[src/rtl/cursor_pkg.sv]
// rtl/cursor_pkg.sv - command codes, FSM state encoding and default screen size for cursor_position
package cursor_pkg;

    localparam int DEFAULT_COLS = 80;
    localparam int DEFAULT_ROWS = 24;

    localparam logic [3:0] CMD_NOP     = 4'd0;
    localparam logic [3:0] CMD_UP      = 4'd1;
    localparam logic [3:0] CMD_DOWN    = 4'd2;
    localparam logic [3:0] CMD_LEFT    = 4'd3;
    localparam logic [3:0] CMD_RIGHT   = 4'd4;
    localparam logic [3:0] CMD_HOME    = 4'd5;
    localparam logic [3:0] CMD_CR      = 4'd6;
    localparam logic [3:0] CMD_LF      = 4'd7;
    localparam logic [3:0] CMD_SET     = 4'd8;
    localparam logic [3:0] CMD_ADVANCE = 4'd9;

    typedef enum logic {
        ST_IDLE   = 1'b0,
        ST_SCROLL = 1'b1
    } cursor_state_t;

endpackage

[src/rtl/cursor_position.sv]
// rtl/cursor_position.sv - text cursor position tracker with scroll handshake
//
// Optional feature macro: CURSOR_AUTOWRAP_EN (ADVANCE at the last column wraps
// to column 0 and line-feeds, scrolling at the last row). Undefined: ADVANCE
// saturates at the last column like RIGHT.
//
// Ports:
//   clk        clock
//   clr        asynchronous active-high reset
//   cmd        [3:0] command code (undefined codes act as NOP)
//   cmd_valid  command present
//   cmd_ready  high in IDLE; command accepted when cmd_valid && cmd_ready
//   set_row    [4:0] target row for SET (clamped to ROWS-1)
//   set_col    [6:0] target column for SET (clamped to COLS-1)
//   cursor_y   [4:0] current row
//   cursor_x   [6:0] current column
//   scroll_req request to scroll the screen up one line (high in SCROLL)
//   scroll_ack scroller completion, only honoured in SCROLL
//   moved      one-cycle pulse after a position change or scroll completion
module cursor_position #(
    parameter int COLS = cursor_pkg::DEFAULT_COLS,
    parameter int ROWS = cursor_pkg::DEFAULT_ROWS
) (
    input  logic       clk,
    input  logic       clr,
    input  logic [3:0] cmd,
    input  logic       cmd_valid,
    output logic       cmd_ready,
    input  logic [4:0] set_row,
    input  logic [6:0] set_col,
    output logic [4:0] cursor_y,
    output logic [6:0] cursor_x,
    output logic       scroll_req,
    input  logic       scroll_ack,
    output logic       moved
);
    import cursor_pkg::*;

    localparam logic [4:0] MAX_ROW = 5'(ROWS - 1);
    localparam logic [6:0] MAX_COL = 7'(COLS - 1);

    cursor_state_t state, next_state;
    logic [4:0]    next_y;
    logic [6:0]    next_x;
    logic          moved_d;

    // Handshake outputs decode straight from state so clr removes scroll_req
    // without waiting for a clock edge.
    assign cmd_ready  = (state == ST_IDLE);
    assign scroll_req = (state == ST_SCROLL);

    always_ff @(posedge clk or posedge clr) begin
        if (clr) begin
            state    <= ST_IDLE;
            cursor_x <= 7'd0;
            cursor_y <= 5'd0;
            moved    <= 1'b0;
        end else begin
            state    <= next_state;
            cursor_x <= next_x;
            cursor_y <= next_y;
            moved    <= moved_d;
        end
    end

    always_comb begin
        next_state = state;
        next_x     = cursor_x;
        next_y     = cursor_y;
        moved_d    = 1'b0;

        case (state)
            ST_IDLE: begin
                if (cmd_valid) begin
                    // Every bound is checked before the +/-1 so the 5/7-bit
                    // registers never wrap.
                    case (cmd)
                        CMD_UP:    if (cursor_y != 5'd0)  next_y = cursor_y - 5'd1;
                        CMD_DOWN:  if (cursor_y < MAX_ROW) next_y = cursor_y + 5'd1;
                        CMD_LEFT:  if (cursor_x != 7'd0)  next_x = cursor_x - 7'd1;
                        CMD_RIGHT: if (cursor_x < MAX_COL) next_x = cursor_x + 7'd1;
                        CMD_HOME: begin
                            next_x = 7'd0;
                            next_y = 5'd0;
                        end
                        CMD_CR:    next_x = 7'd0;
                        CMD_LF: begin
                            if (cursor_y < MAX_ROW) next_y = cursor_y + 5'd1;
                            else                    next_state = ST_SCROLL;
                        end
                        CMD_SET: begin
                            next_y = (set_row > MAX_ROW) ? MAX_ROW : set_row;
                            next_x = (set_col > MAX_COL) ? MAX_COL : set_col;
                        end
                        CMD_ADVANCE: begin
`ifdef CURSOR_AUTOWRAP_EN
                            if (cursor_x < MAX_COL) begin
                                next_x = cursor_x + 7'd1;
                            end else begin
                                next_x = 7'd0;
                                if (cursor_y < MAX_ROW) next_y = cursor_y + 5'd1;
                                else                    next_state = ST_SCROLL;
                            end
`else
                            if (cursor_x < MAX_COL) next_x = cursor_x + 7'd1;
`endif
                        end
                        default: ;
                    endcase
                    moved_d = (next_x != cursor_x) || (next_y != cursor_y);
                end
            end
            ST_SCROLL: begin
                // The row stays put but the text under it changed, so the
                // blink counter is restarted on completion.
                if (scroll_ack) begin
                    next_state = ST_IDLE;
                    moved_d    = 1'b1;
                end
            end
            default: next_state = ST_IDLE;
        endcase
    end

endmodule
[config.mk]
export PLATFORM = sky130hd
export DESIGN_NAME = cursor_position
export DESIGN_NICKNAME = d
export VERILOG_FILES = /design/src/rtl/cursor_pkg.sv /design/src/rtl/cursor_position.sv
export SDC_FILE = /design/constraint.sdc
export NUM_CORES = 1
export LEC_CHECK = 0
export BUFFER_PORTS_ARGS = -buffer_cell sky130_fd_sc_hd__clkbuf_2
export CORE_ASPECT_RATIO = 1.1
export CORE_UTILIZATION = 60
export CTS_BUF_LIST = sky130_fd_sc_hd__clkbuf_16
export DETAILED_ROUTE_END_ITERATION = 6
export GPL_TIMING_DRIVEN = 1
export PLACE_DENSITY = 0.86
export SYNTH_ARGS = -nofsm -noshare
export SYNTH_HDL_FRONTEND = slang
export SYNTH_SLANG_ARGS = --single-unit
[constraint.sdc]
create_clock -name clk -period 6.39 [get_ports clk]
set_clock_uncertainty 0.05 [all_clocks]
set_input_delay 0 -clock clk [delete_from_list [all_inputs] [get_ports clk]]
set_output_delay 0 -clock clk [all_outputs]
set_load 0.05 [all_outputs]
# Yosys cells after proc, flatten, opt, wreduce, memory -nomap -nowiden
# Cells that the tools add are included.
classes:
  addsub: 4
  order_cmp: 4
  n_eq_ne: 11
  muxes: 20
  n_bitwise: 1
  reduce_logical: 7
op_table:
  columns: ["op", "count"]
  rows:
  - ["two-way mux 7 bit", 5]
  - ["one-hot mux 7 bit (4 select lines)", 1]
  - ["two-way mux 5 bit", 5]
  - ["one-hot mux 5 bit (4 select lines)", 1]
  - ["== test 4 x 3 -> 1 bit, second input constant", 4]
  - ["== test 4 x 2 -> 1 bit, second input constant", 2]
  - ["== test 4 bit, second input constant", 2]
  - ["adder 7 x 1 -> 7 bit, second input constant", 1]
  - ["> comparator 7 bit, second input constant", 1]
  - ["< comparator 7 bit, second input constant", 1]
  - ["!= test 7 bit", 1]
  - ["nonzero test 7 bit", 1]
  - ["subtractor 7 x 1 -> 7 bit, second input constant", 1]
  - ["two-way mux 1 bit", 6]
  - ["OR reduction 2 bit", 3]
  - ["adder 5 x 1 -> 5 bit, second input constant", 1]
  - ["> comparator 5 bit, second input constant", 1]
  - ["< comparator 5 bit, second input constant", 1]
  - ["!= test 5 bit", 1]
  - ["nonzero test 5 bit", 1]
  - ["subtractor 5 x 1 -> 5 bit, second input constant", 1]
  - ["== test 4 x 1 -> 1 bit, second input constant", 1]
  - ["one-hot mux 1 bit (2 select lines)", 2]
  - ["AND reduction 2 bit", 1]
  - ["2 further kinds", 2]
word_totals:
  register_bits: 14
  input_bits: 20
  out_inout_bits: 15
  elab_cells: 51

# Logic depth before layout (Yosys ltp)
# Gate-level depths: netlist (run 1).
logic_depth:
  word_depth: 9
  ltp_mapped: 10
  depth_no_buf: 9

# Worst setup path after synthesis (run 1)
# OpenSTA, ideal clock, no wires.
synth_path:
  path_type: "register to register"
  from: "reg cursor_x[1]"
  to: "reg moved"
  setup_ns: 0.143
  arrival_time_ns: 2.423
  required_ns: 6.197
  slack_ns: 3.774
  stages_incl_launch_ff: 11
  path_buffers: 1
  period_less_slack_ns: 2.616
  path_cell_list: "dfrtp_1 > clkbuf_2 > inv_1 > ha_1 > nor4b_4 > a21o_1 > o21ai_0 > a31o_2 > a2111oi_2 > a31o_2 > a41oi_2"
synth_between:
  elab_chain_len: 9
  elab_cells_between_ends: 13
  classes_between: "add/sub: 2; order compare: 1; eq/ne: 1; mux: 7; reduce/logical: 2"
synth_lines:
  columns: ["item", "line", "source"]
  rows:
  - ["from (decl)", "cursor_position.sv:32", "output logic [6:0] cursor_x,"]
  - ["from (signal assigned)", "cursor_position.sv:60", "cursor_x <= next_x;"]
  - ["adder 7 x 1 -> 7 bit (tied with other cells)", "cursor_position.sv:81, cursor_position.sv:105", null]
  - ["two-way mux 7 bit, on equally long branches", "cursor_position.sv:81, cursor_position.sv:105, cursor_position.sv:80", null]
  - ["one-hot mux 7 bit (4 select lines)", "cursor_position.sv:77", "case (cmd)"]
  - ["two-way mux 7 bit", "cursor_position.sv:74", "if (cmd_valid) begin"]
  - ["two-way mux 7 bit", "cursor_position.sv:72", "case (state)"]
  - ["!= test 7 bit (*)", "cursor_position.sv:110", "moved_d = (next_x != cursor_x) || (next_y != cursor_y);"]
  - ["logical OR 1 bit (*)", "cursor_position.sv:110", null]
  - ["two-way mux 1 bit (*)", "cursor_position.sv:74", null]
  - ["one-hot mux 1 bit (2 select lines) (*)", "cursor_position.sv:72", null]
  - ["named net moved_d", "cursor_position.sv:45", "logic moved_d;"]
  - ["to (signal assigned)", "cursor_position.sv:62", "moved <= moved_d;"]
  - ["to (decl)", "cursor_position.sv:35", "output logic moved"]
# Mark *: on every way through the listed nets, which the timed path passes. The rest lies on a longest branch. The select of a mux whose other input is x is not followed.
# A chain may end at the register's enable or synchronous reset.

# Worst setup path after layout (run 1)
# Ends and elaborated chain as after synthesis.

==> results.json, run 1 <==
{
  "die_x_um": 52.9,
  "first_global_vias": 1655,
  "cp_max_fo": 10,
  "finalSetupViolCount": 0,
  "drc": 0,
  "period_needed_ps": 2610,
  "critPathCaptureType": "flip-flop",
  "track_usage": 0.344,
  "arrival_ps": 2660,
  "synth_edf_count": 0,
  "clock_latency_ps": 240,
  "critPathLaunchType": "flip-flop",
  "max_freq_ghz": 0.383,
  "clk_pin_slew_ps": 40,
  "nFillCells": 203,
  "yosysSeqAreaShare": 0.205,
  "grt_first_pass_wirelength_um": 7710,
  "cts_tree": "done",
  "register_area_um2": 350,
  "slew_headroom": 0.589,
  "fin_nets": 267,
  "wl_per_cell_um": 17.8,
  "rows": 19,
  "viasPerCell": 6.78,
  "setup_tns_ps": 0,
  "grt_start_max_net_pins": 16,
  "antenna_left": 0,
  "placed_cells_incl_taps": 267,
  "dpl.hpwl_um": 3570,
  "cellInternalPower_mw": 0.313,
  "drv_slew": 0,
  "routed_wl_um": 4840,
  "ys_types": 68,
  "rsz0062_at_grt": "no",
  "multi_input_area_um2": 1220,
  "coreArea_um2": 2590,
  "p_leak_nw": 0.794,
  "vdd_ir_drop_max_mv": 0.340,
  "numCtsBuffers": 3,
  "yosys_warnings": 0,
  "cts_buffer_depth": 2,
  "portBuffers": 34,
  "cts_max_level": 1,
  "fin_area_um2": 1910,
  "drtIter0Drc": 99,
  "p_sw_mw": 0.304,
  "post_cts_buffers": 0,
  "die_y_um": 58.0,
  "gp_congestion": 0.980,
  "outcome": "completed",
  "ys.flop_type": "dfrtp_1",
  "syn_nets": 240,
  "synth_area_um2": 1710,
  "power.density_nw_per_um2": 323,
  "hold_viol_final": 0,
  "tightest_slew_ps": 615,
  "path_class": "reg2reg",
  "min_path_type": "in2reg",
  "period_share": 0.408,
  "p_seq_frac": 0.282,
  "diodes": 0,
  "dpl_cell_area_um2": 1820,
  "initial_core_util": 0.660,
  "ys_ff_latch": 14,
  "clock-sinks": 14,
  "overflow": 0,
  "cp.required_ps": 6440,
  "combPwrFrac": 0.531,
  "syn_to_final_growth_pct": 11.7,
  "hold-worst-slack_ps": 174,
  "synthArstFlopShare": 1.00,
  "drv_cap": 0,
  "vias": 1843,
  "dieArea_um2": 3070,
  "pwr-share-clk": 0.187,
  "cts_resized": 0,
  "syn_area_per_cell_um2": 7.92,
  "syn_inst": 216,
  "ctsRootBufferMaster": "clkbuf_16",
  "pin_count": 35,
  "antenna_found_initial": 0,
  "stdcell_count": 272,
  "swShare": 0.493,
  "drtPass1Iterations": 5,
  "drive_above_1_share": 0.232
}
==> state kept, by name (all words and copies together), names as in the netlist <==
| register | flops |
|---|---|
| cursor_x | 7 |
| cursor_y | 5 |
| moved | 1 |
| scroll_req | 1 |
==> cells in the mapped netlist (2+ instances only) <==
master	instances	area, µm²
inv_1	10	37.5
nor3b_1	2	15.0
o22ai_1	5	31.3
clkbuf_1	2	7.51
o21a_1	4	30.0
buf_4	2	15.0
a21oi_1	23	115
a21o_1	3	22.5
ha_1	4	50.1
a22o_1	2	17.5
o221ai_1	2	17.5
buf_6	3	33.8
nor4b_2	2	30.0
buf_2	4	20.0
o2111ai_1	2	17.5
nor3_1	7	35.0
o31ai_1	3	22.5
xor2_1	2	17.5
and2_1	3	18.8
a2111oi_0	2	17.5
nand3_1	7	35.0
o211ai_1	3	22.5
or3b_1	4	35.0
xnor2_1	6	52.6
nor2b_1	3	18.8
nand2b_1	3	18.8
dfrtp_1	14	350
o21ai_0	17	85.1
a31o_2	3	26.3
nor2_1	16	60.1
nand2_1	16	60.1
==> metrics by stage <==
stage / power, mW / setup slack [ps] / utilization
2_1_floorplan: 0.424 / 3770 / -
3_3_place_gp: 0.487 / 3910 / 0.701
3_5_place_dp: 0.492 / 3880 / 0.701
4_1_cts: 0.611 / 3840 / 0.737
5_1_grt: 0.648 / 3690 / 0.737
6_report: 0.617 / 3780 / 0.737
==> path summary, 6_finish.rpt <==
kind / start / slack (ps) / cells past startpoint / endpoint
min in group asynchronous: clr / 300 / 3 / cursor_x[0]$_DFFE_PP0P_
max reg2reg: cursor_x[1]$_DFFE_PP0P_ / 3780 / 9 / moved$_DFF_PP0_
min reg2reg: cursor_y[1]$_DFFE_PP0P_ / 580 / 2 / cursor_y[1]$_DFFE_PP0P_
max in group asynchronous: clr / 5640 / 3 / cursor_y[3]$_DFFE_PP0P_
min: cmd_valid / 170 / 3 / cursor_x[0]$_DFFE_PP0P_
max: cursor_x[1]$_DFFE_PP0P_ / 3780 / 9 / moved$_DFF_PP0_
==> power by group through the flow <==
stage	Clock, mW	Sequential, mW	Combinational [mW]
floorplan	0	0.216	0.208
global placement	0	0.172	0.315
detailed placement	0	0.173	0.320
CTS	0.116	0.172	0.323
global route	0.120	0.178	0.349
finish	0.115	0.174	0.327
==> area by class of cell <==
class | count | area share
clock buffer | 3 | 0.0393
inverter | 10 | 0.0196
multi-input combinational | 178 | 0.638
sequential | 14 | 0.183
tap | 31 | 0.0203
timing repair buffer | 36 | 0.0995
==> logic make-up (layout without fill, tap and decap cells) <==
logic type / Yosys count / after routing / synth area share
buf+inv: 24 / 49 / 0.0827
simple gates: 77 / 77 / 0.271
xor+xnor: 8 / 8 / 0.0410
flops: 14 / 14 / 0.205
mux: 1 / 1 / 0.00658
compound gates: 88 / 88 / 0.364
fa+ha+maj: 4 / 4 / 0.0293
==> cell usage in the layout (no fill, tap or decap), drive strengths merged, types with 3 or more instances in the layout <==
master   count
or3b         6
o31ai        3
dfrtp       14
o21a         4
inv         10
nand2b       3
nand3        7
o211ai       3
nor2        17
a2111oi      3
nor3         7
and2         3
o22ai        5
o21ai       19
a21oi       24
clkbuf      37
a31o         3
xnor2        6
nor2b        3
ha           4
nor4b        4
a21o         3
nand2       16
==> worst max-delay path: stages, from the launching register on <==
cell       delay (ps)
dfrtp_1           470
inv_1             150
ha_1              210
nor4b_4           260
a21o_1            230
o21ai_0           150
a31o_2            260
a2111oi_2         390
a31o_2            220
a41oi_2            80
==> metal layers <==
layer,part of all wire,GRT usage
met2,0.51,0.573
met4,0.030,0.139
met1,0.40,0.412
met3,0.062,0.0919
met5,0,0
==> timing repair <==
action | 4_1_cts | 5_1_grt
endpoints found under the setup margin | 0 | 0
hold endpoints to repair | 15 | 0
hold buffers | 2 | 0
Power figures use the tool's default switching activity.
==> inputs of run 2 (changes only) <==
--- a/config.mk
+++ b/config.mk
@@ -7,11 +7,11 @@
 export LEC_CHECK = 0
 export BUFFER_PORTS_ARGS = -buffer_cell sky130_fd_sc_hd__clkbuf_2
 export CORE_ASPECT_RATIO = 1.1
-export CORE_UTILIZATION = 60
+export CORE_UTILIZATION = 50
 export CTS_BUF_LIST = sky130_fd_sc_hd__clkbuf_16
 export DETAILED_ROUTE_END_ITERATION = 6
 export GPL_TIMING_DRIVEN = 1
-export PLACE_DENSITY = 0.86
+export PLACE_DENSITY = 0.77
 export SYNTH_ARGS = -nofsm -noshare
 export SYNTH_HDL_FRONTEND = slang
 export SYNTH_SLANG_ARGS = --single-unit
==> constraint.sdc (replaced) <==
create_clock -name clk -period 2.3 [get_ports clk]
set_clock_uncertainty 0.05 [all_clocks]
set_input_delay 0 -clock clk [delete_from_list [all_inputs] [get_ports clk]]
set_output_delay 0 -clock clk [all_outputs]
set_load 0.05 [all_outputs]
==> results.json, run 2 (same netlist as run 1, synthesis figures left out) <==
{
  "wl_met1_um": 2150,
  "r2r_cells": 8,
  "fin_nets": 286,
  "layout_top_registers": "cursor_x (7), cursor_y (5)",
  "cp_max_fo": 5,
  "cp_slowest_cell": "dfrtp_2",
  "vias": 1936,
  "tightest_slew_ps": 686,
  "top_register": "cursor_x",
  "p_seq_frac": 0.214,
  "drv_slew": 0,
  "drtIter0Drc": 156,
  "cts_tree": "done",
  "wl_per_cell_um": 17.9,
  "cp.required_ps": 2360,
  "path_cells": "inv_2 -> ha_4 -> or3b_4 -> o21ai_4 -> o22ai_2 -> or3b_1 -> a221oi_2 -> a41oi_2",
  "top_layer": "met4",
  "antenna_left": 0,
  "critPathCaptureType": "flip-flop",
  "track_usage": 0.309,
  "period_share": 0.984,
  "rows": 21,
  "drive_above_1_share": 0.360,
  "dpl_cell_area_um2": 2020,
  "crit_family": "simple AND/OR/NAND/NOR gates",
  "gp_congestion": 0.973,
  "dieArea_um2": 3660,
  "arrival_ps": 2320,
  "largest_register_ffs": 7,
  "die_x_um": 57.8,
  "met3WireLength_um": 305,
  "post-place-ws_ps": 6.22,
  "clock-sinks": 14,
  "whs_endpoint": "cursor_x[0]$_DFFE_PP0P_",
  "overflow": 0,
  "reg2reg_slack_ps": 40,
  "combPwrFrac": 0.615,
  "slowest_delay_ps": 400,
  "swShare": 0.474,
  "clk_pin_slew_ps": 50,
  "clock_latency_ps": 240,
  "hold_viol_final": 0,
  "syn_to_final_growth_pct": 25.2,
  "reg2reg_to": "moved$_DFF_PP0_",
  "rsz0062_at_grt": "yes",
  "p_sw_mw": 0.918,
  "portBuffers": 34,
  "pin_count": 35,
  "hp-start": "cmd_valid",
  "hold-worst-slack_ps": 171,
  "setup_tns_ps": 0,
  "path_buf_inv": 1,
  "finalSetupViolCount": 0,
  "coreArea_um2": 3150,
  "layout_commonest_cell": "clkbuf_2",
  "numCtsBuffers": 3,
  "drc": 3,
  "p_leak_nw": 0.890,
  "diodes": 0,
  "fin_ws_ps": 36.9,
  "critPathLaunchType": "flip-flop",
  "violations": "design-rule violations",
  "cts_buffer_depth": 2,
  "grt_first_pass_wirelength_um": 8790,
  "viasPerCell": 6.56,
  "path_class": "reg2reg",
  "max_freq_ghz": 0.442,
  "wl_met2_um": 2560,
  "drv_cap": 0,
  "min_path_type": "in2reg",
  "power_mw": 1.94,
  "dpl.hpwl_um": 3990,
  "cellInternalPower_mw": 1.02,
  "slew_headroom": 0.542,
  "drtPass1Iterations": 7,
  "first_global_vias": 1858,
  "period_needed_ps": 2260,
  "outcome": "finished, violations left",
  "holdPathStages": 3,
  "antenna_found_initial": 0,
  "cts_max_level": 1,
  "initial_core_util": 0.542,
  "ctsRootBufferMaster": "clkbuf_16",
  "fin_area_um2": 2140,
  "routed_wl_um": 5290,
  "power.density_nw_per_um2": 904,
  "pwr-share-clk": 0.171,
  "final_cell_mix": "clkbuf_2 (34), a21oi_1 (22), buf_4 (19)",
  "die_y_um": 63.3,
  "grt_start_max_net_pins": 15,
  "r2r_start": "cursor_y[0]$_DFFE_PP0P_",
  "post_cts_buffers": 0,
  "vdd_ir_drop_max_mv": 0.698
}
-- run 2: cell count changes in the layout (fill, tap and decap cells not counted), moves of 2 or more --
cell	change
or3b_1	-2
ha_4	+2
inv_1	-3
ha_1	-2
buf_4	+19
or3b_4	+2
dfrtp_2	+6
dfrtp_1	-6
inv_2	+2
-- run 2: power groups by stage --
| stage | clock network [mW] | logic (mW) | registers [mW] |
|---|---|---|---|
| 3_3_place_gp | 0 | 1.13 | 0.413 |
| 5_1_grt | 0.347 | 1.28 | 0.425 |
| 2_1_floorplan | 0 | 0.643 | 0.612 |
| 4_1_cts | 0.332 | 1.15 | 0.413 |
| 6_report | 0.331 | 1.19 | 0.415 |
| 3_5_place_dp | 0 | 1.14 | 0.416 |
-- run 2: layout make-up --
class | count | area, µm²
multi-input combinational | 178 | 1290
fill | 284 | 1010
sequential | 14 | 358
timing repair buffer | 55 | 333
clock buffer | 3 | 75.1
tap | 34 | 42.5
inverter | 10 | 40.0
clock inverter | 1 | 3.75
-- run 2: metrics by stage --
stage / util / cells
finish: 0.679 / 295
CTS: 0.672 / 295
floorplan: - / 216
detailed placement: 0.639 / 289
global route: 0.679 / 295
global placement: 0.639 / 289
-- run 2: tightest hold or removal path, delay by kind of cell --
kind                   cells  cell delay, ps
AOI/OAI and AO/OA          1             130
and+or+nand+nor            1             200
buffers and inverters      1              90
-- run 2: how the worst max path moves through the flow --
stage	startpoint	endpoint	cells after the start
after floorplan	cursor_y[0]$_DFFE_PP0P_	moved$_DFF_PP0_	8
after global placement	cursor_x[1]$_DFFE_PP0P_	moved$_DFF_PP0_	8
after detailed placement	cursor_x[1]$_DFFE_PP0P_	moved$_DFF_PP0_	8
after CTS	cursor_y[1]$_DFFE_PP0P_	moved$_DFF_PP0_	8
after global routing	cursor_x[1]$_DFFE_PP0P_	moved$_DFF_PP0_	9
final	cursor_y[0]$_DFFE_PP0P_	moved$_DFF_PP0_	8
-- run 2: timing repair --
action / 4_1_cts / 5_1_grt
hold endpoints to repair: 15 / 0
setup endpoints to repair: 1 / 1
cloned: 0 / 0
gates resized for setup: 1 / 5
pin swaps: 0 / 2
hold buffers: 2 / 0
-- run 2: layer usage --
layer  vias up  track usage
met3        28       0.0534
met4         0        0.149
met2       103        0.532
li1        910            -
met1       895        0.366
met5         -            0
==> inputs of run 3 (changes only) <==
--- a/config.mk
+++ b/config.mk
@@ -5,13 +5,15 @@
 export SDC_FILE = /design/constraint.sdc
 export NUM_CORES = 1
 export LEC_CHECK = 0
+export ABC_AREA = 1
 export BUFFER_PORTS_ARGS = -buffer_cell sky130_fd_sc_hd__clkbuf_2
 export CORE_ASPECT_RATIO = 1.1
-export CORE_UTILIZATION = 50
+export CORE_UTILIZATION = 51
 export CTS_BUF_LIST = sky130_fd_sc_hd__clkbuf_16
 export DETAILED_ROUTE_END_ITERATION = 6
 export GPL_TIMING_DRIVEN = 1
 export PLACE_DENSITY = 0.77
+export REMOVE_ABC_BUFFERS = 1
 export SYNTH_ARGS = -nofsm -noshare
 export SYNTH_HDL_FRONTEND = slang
 export SYNTH_SLANG_ARGS = --single-unit
==> results.json, run 3 <==
{
  "cts_buffer_depth": 2,
  "synth_top_area_cell": "dfrtp_1",
  "overflow": 0,
  "clock_latency_ps": 240,
  "antenna_found_initial": 0,
  "track_usage": 0.298,
  "synthArstFlopShare": 1.00,
  "critPathCapture": "moved$_DFF_PP0_",
  "grt_start_max_net_pins": 21,
  "arrival_ps": 2110,
  "syn_inst": 324,
  "portBuffers": 34,
  "pin_count": 35,
  "first_global_vias": 1987,
  "drc": 0,
  "largest_register_ffs": 7,
  "dpl.hpwl_um": 4210,
  "fin_nets": 389,
  "cts_tree": "done",
  "post_cts_buffers": 0,
  "yosys-top-cells-count": "nand2_1 (93), nand3_1 (50), nor2_1 (39)",
  "max_freq_ghz": 0.493,
  "ys_ff_latch": 14,
  "period_needed_ps": 2030,
  "nFillCells": 383,
  "clock-sinks": 14,
  "rsz0062_at_grt": "no",
  "period_share": 0.882,
  "syn_area_per_cell_um2": 5.74,
  "vias": 2246,
  "drive_above_1_share": 0.228,
  "viasPerCell": 5.45,
  "critPathCaptureType": "flip-flop",
  "grt_first_pass_wirelength_um": 8780,
  "r2r_cells": 12,
  "drv_cap": 0,
  "synthTopCellsByArea": "dfrtp_1 (19%), nand2_1 (19%), nand3_1 (13%), o21ai_0 (8.3%), nor2_1 (7.9%)",
  "synth_area_um2": 1860,
  "outcome": "completed",
  "diodes": 0,
  "tightest_slew_ps": 541,
  "final_cell_mix": "nand2_1 (92), nand3_1 (50), nor2_1 (39)",
  "initial_core_util": 0.545,
  "reg2reg_to": "moved$_DFF_PP0_",
  "path_class": "reg2reg",
  "routed_wl_um": 5310,
  "syn_to_final_growth_pct": 19.7,
  "hold_viol_final": 0,
  "min_path_type": "in2reg",
  "drtIter0Drc": 149,
  "rows": 22,
  "ys.flop_type": "dfrtp_1",
  "layout_commonest_cell": "nand2_1",
  "yosysSeqAreaShare": 0.188,
  "top_register": "cursor_x",
  "reg2reg_slack_ps": 270,
  "numCtsBuffers": 3,
  "drtPass1Iterations": 4,
  "yosysMostFrequentCell": "nand2_1",
  "p_leak_nw": 1.14,
  "critPathLaunchType": "flip-flop",
  "setup_tns_ps": 0,
  "cts_max_level": 1,
  "yosys_warnings": 0,
  "power.density_nw_per_um2": 750,
  "gp_congestion": 0.901,
  "r2r_start": "cursor_x[3]$_DFFE_PP0P_",
  "fin_ws_ps": 271,
  "cp_max_fo": 5,
  "layout_top_registers": "cursor_x (7), cursor_y (5)",
  "die_x_um": 59.6,
  "post-place-ws_ps": 218,
  "antenna_left": 0,
  "vdd_ir_drop_max_mv": 0.556,
  "ctsRootBufferMaster": "clkbuf_16",
  "drv_slew": 0,
  "dieArea_um2": 3890,
  "ys_types": 32,
  "die_y_um": 65.3,
  "synth_edf_count": 0,
  "finalSetupViolCount": 0,
  "critPathLaunch": "cursor_x[3]$_DFFE_PP0P_",
  "cp.required_ps": 2380,
  "clk_pin_slew_ps": 50,
  "wl_per_cell_um": 12.9,
  "coreArea_um2": 3410,
  "slew_headroom": 0.639,
  "synth_top_cell_area_share": 0.188
}
run 3: metal layers:
| layer | part of all wire | vias up | GRT usage |
|---|---|---|---|
| met4 | 0.043 | 0 | 0.122 |
| met2 | 0.49 | 83 | 0.521 |
| met3 | 0.048 | 23 | 0.0413 |
| met5 | 0 | - | 0 |
| li1 | - | 1145 | - |
| met1 | 0.42 | 995 | 0.360 |
run 3: layout make-up:
class	count	area [µm²]	area share
timing repair buffer	45	258	0.116
tap	48	60.1	0.0270
clock buffer	3	75.1	0.0337
multi-input combinational	267	1350	0.605
sequential	14	353	0.158
inverter	34	130	0.0584
clock inverter	1	3.75	0.00169
run 3: logic make-up after synthesis:
| logic type | Yosys count | synth area share |
|---|---|---|
| AOI/OAI and AO/OA | 40 | 0.118 |
| adders and majority gates | 4 | 0.0269 |
| xor gates and xnor gates | 5 | 0.0235 |
| DFF | 14 | 0.188 |
| and+or+nand+nor | 218 | 0.547 |
| buffers and inverters | 43 | 0.0955 |
run 3: where the power goes:
| part | internal [mW] | switching [mW] |
|---|---|---|
| clock network | 0.230 | 0.0972 |
| logic | 0.302 | 0.649 |
| registers | 0.297 | 0.0956 |
| total | 0.829 | 0.842 |
run 3: stage by stage:
step / instances / area [µm²] / util / total power, mW / hold slack (ps)
4_1_cts: 412 / 2210 / 0.647 / 1.65 / 178
5_1_grt: 412 / 2230 / 0.652 / 1.81 / 201
3_5_place_dp: 406 / 2110 / 0.618 / 1.31 / -13.3
3_3_place_gp: 406 / 2110 / 0.618 / 1.31 / -8.90
6_report: 412 / 2230 / 0.652 / 1.67 / 169
2_1_floorplan: 315 / 1810 / - / 1.05 / -161
run 3: repair_timing:
item                                    in CTS  in global routing
endpoints found under the setup margin       0                  1
gates resized for setup                      0                  6
hold buffers                                 2                  0
hold endpoints to repair                    16                  0
run 3: how the worst min path moves through the flow:
| stage | endpoint | depth (start not counted) | from | slack, ps |
|---|---|---|---|---|
| after floorplan | cursor_x[0]$_DFFE_PP0P_ | 1 | clr | -160 |
| after global placement | cursor_y[1]$_DFFE_PP0P_ | 2 | clr | -9 |
| after detailed placement | cursor_y[1]$_DFFE_PP0P_ | 2 | clr | -10 |
| after CTS | scroll_req$_DFF_PP0_ | 4 | cmd[3] | 180 |
| after global routing | scroll_req$_DFF_PP0_ | 4 | cmd[3] | 200 |
| final | scroll_req$_DFF_PP0_ | 4 | cmd[3] | 170 |
run 3: critical path, stage by stage (launching register included):
cell and delay (ps):
dfrtp_1 440, buf_4 190, nor2_4 110, nand4_1 220, or2_0 270, nand2_1 80
nand2_1 70, nand4_1 100, nand3_1 110, nor2_1 110, nand2_1 60, nand2_1 50
nand2_1 50
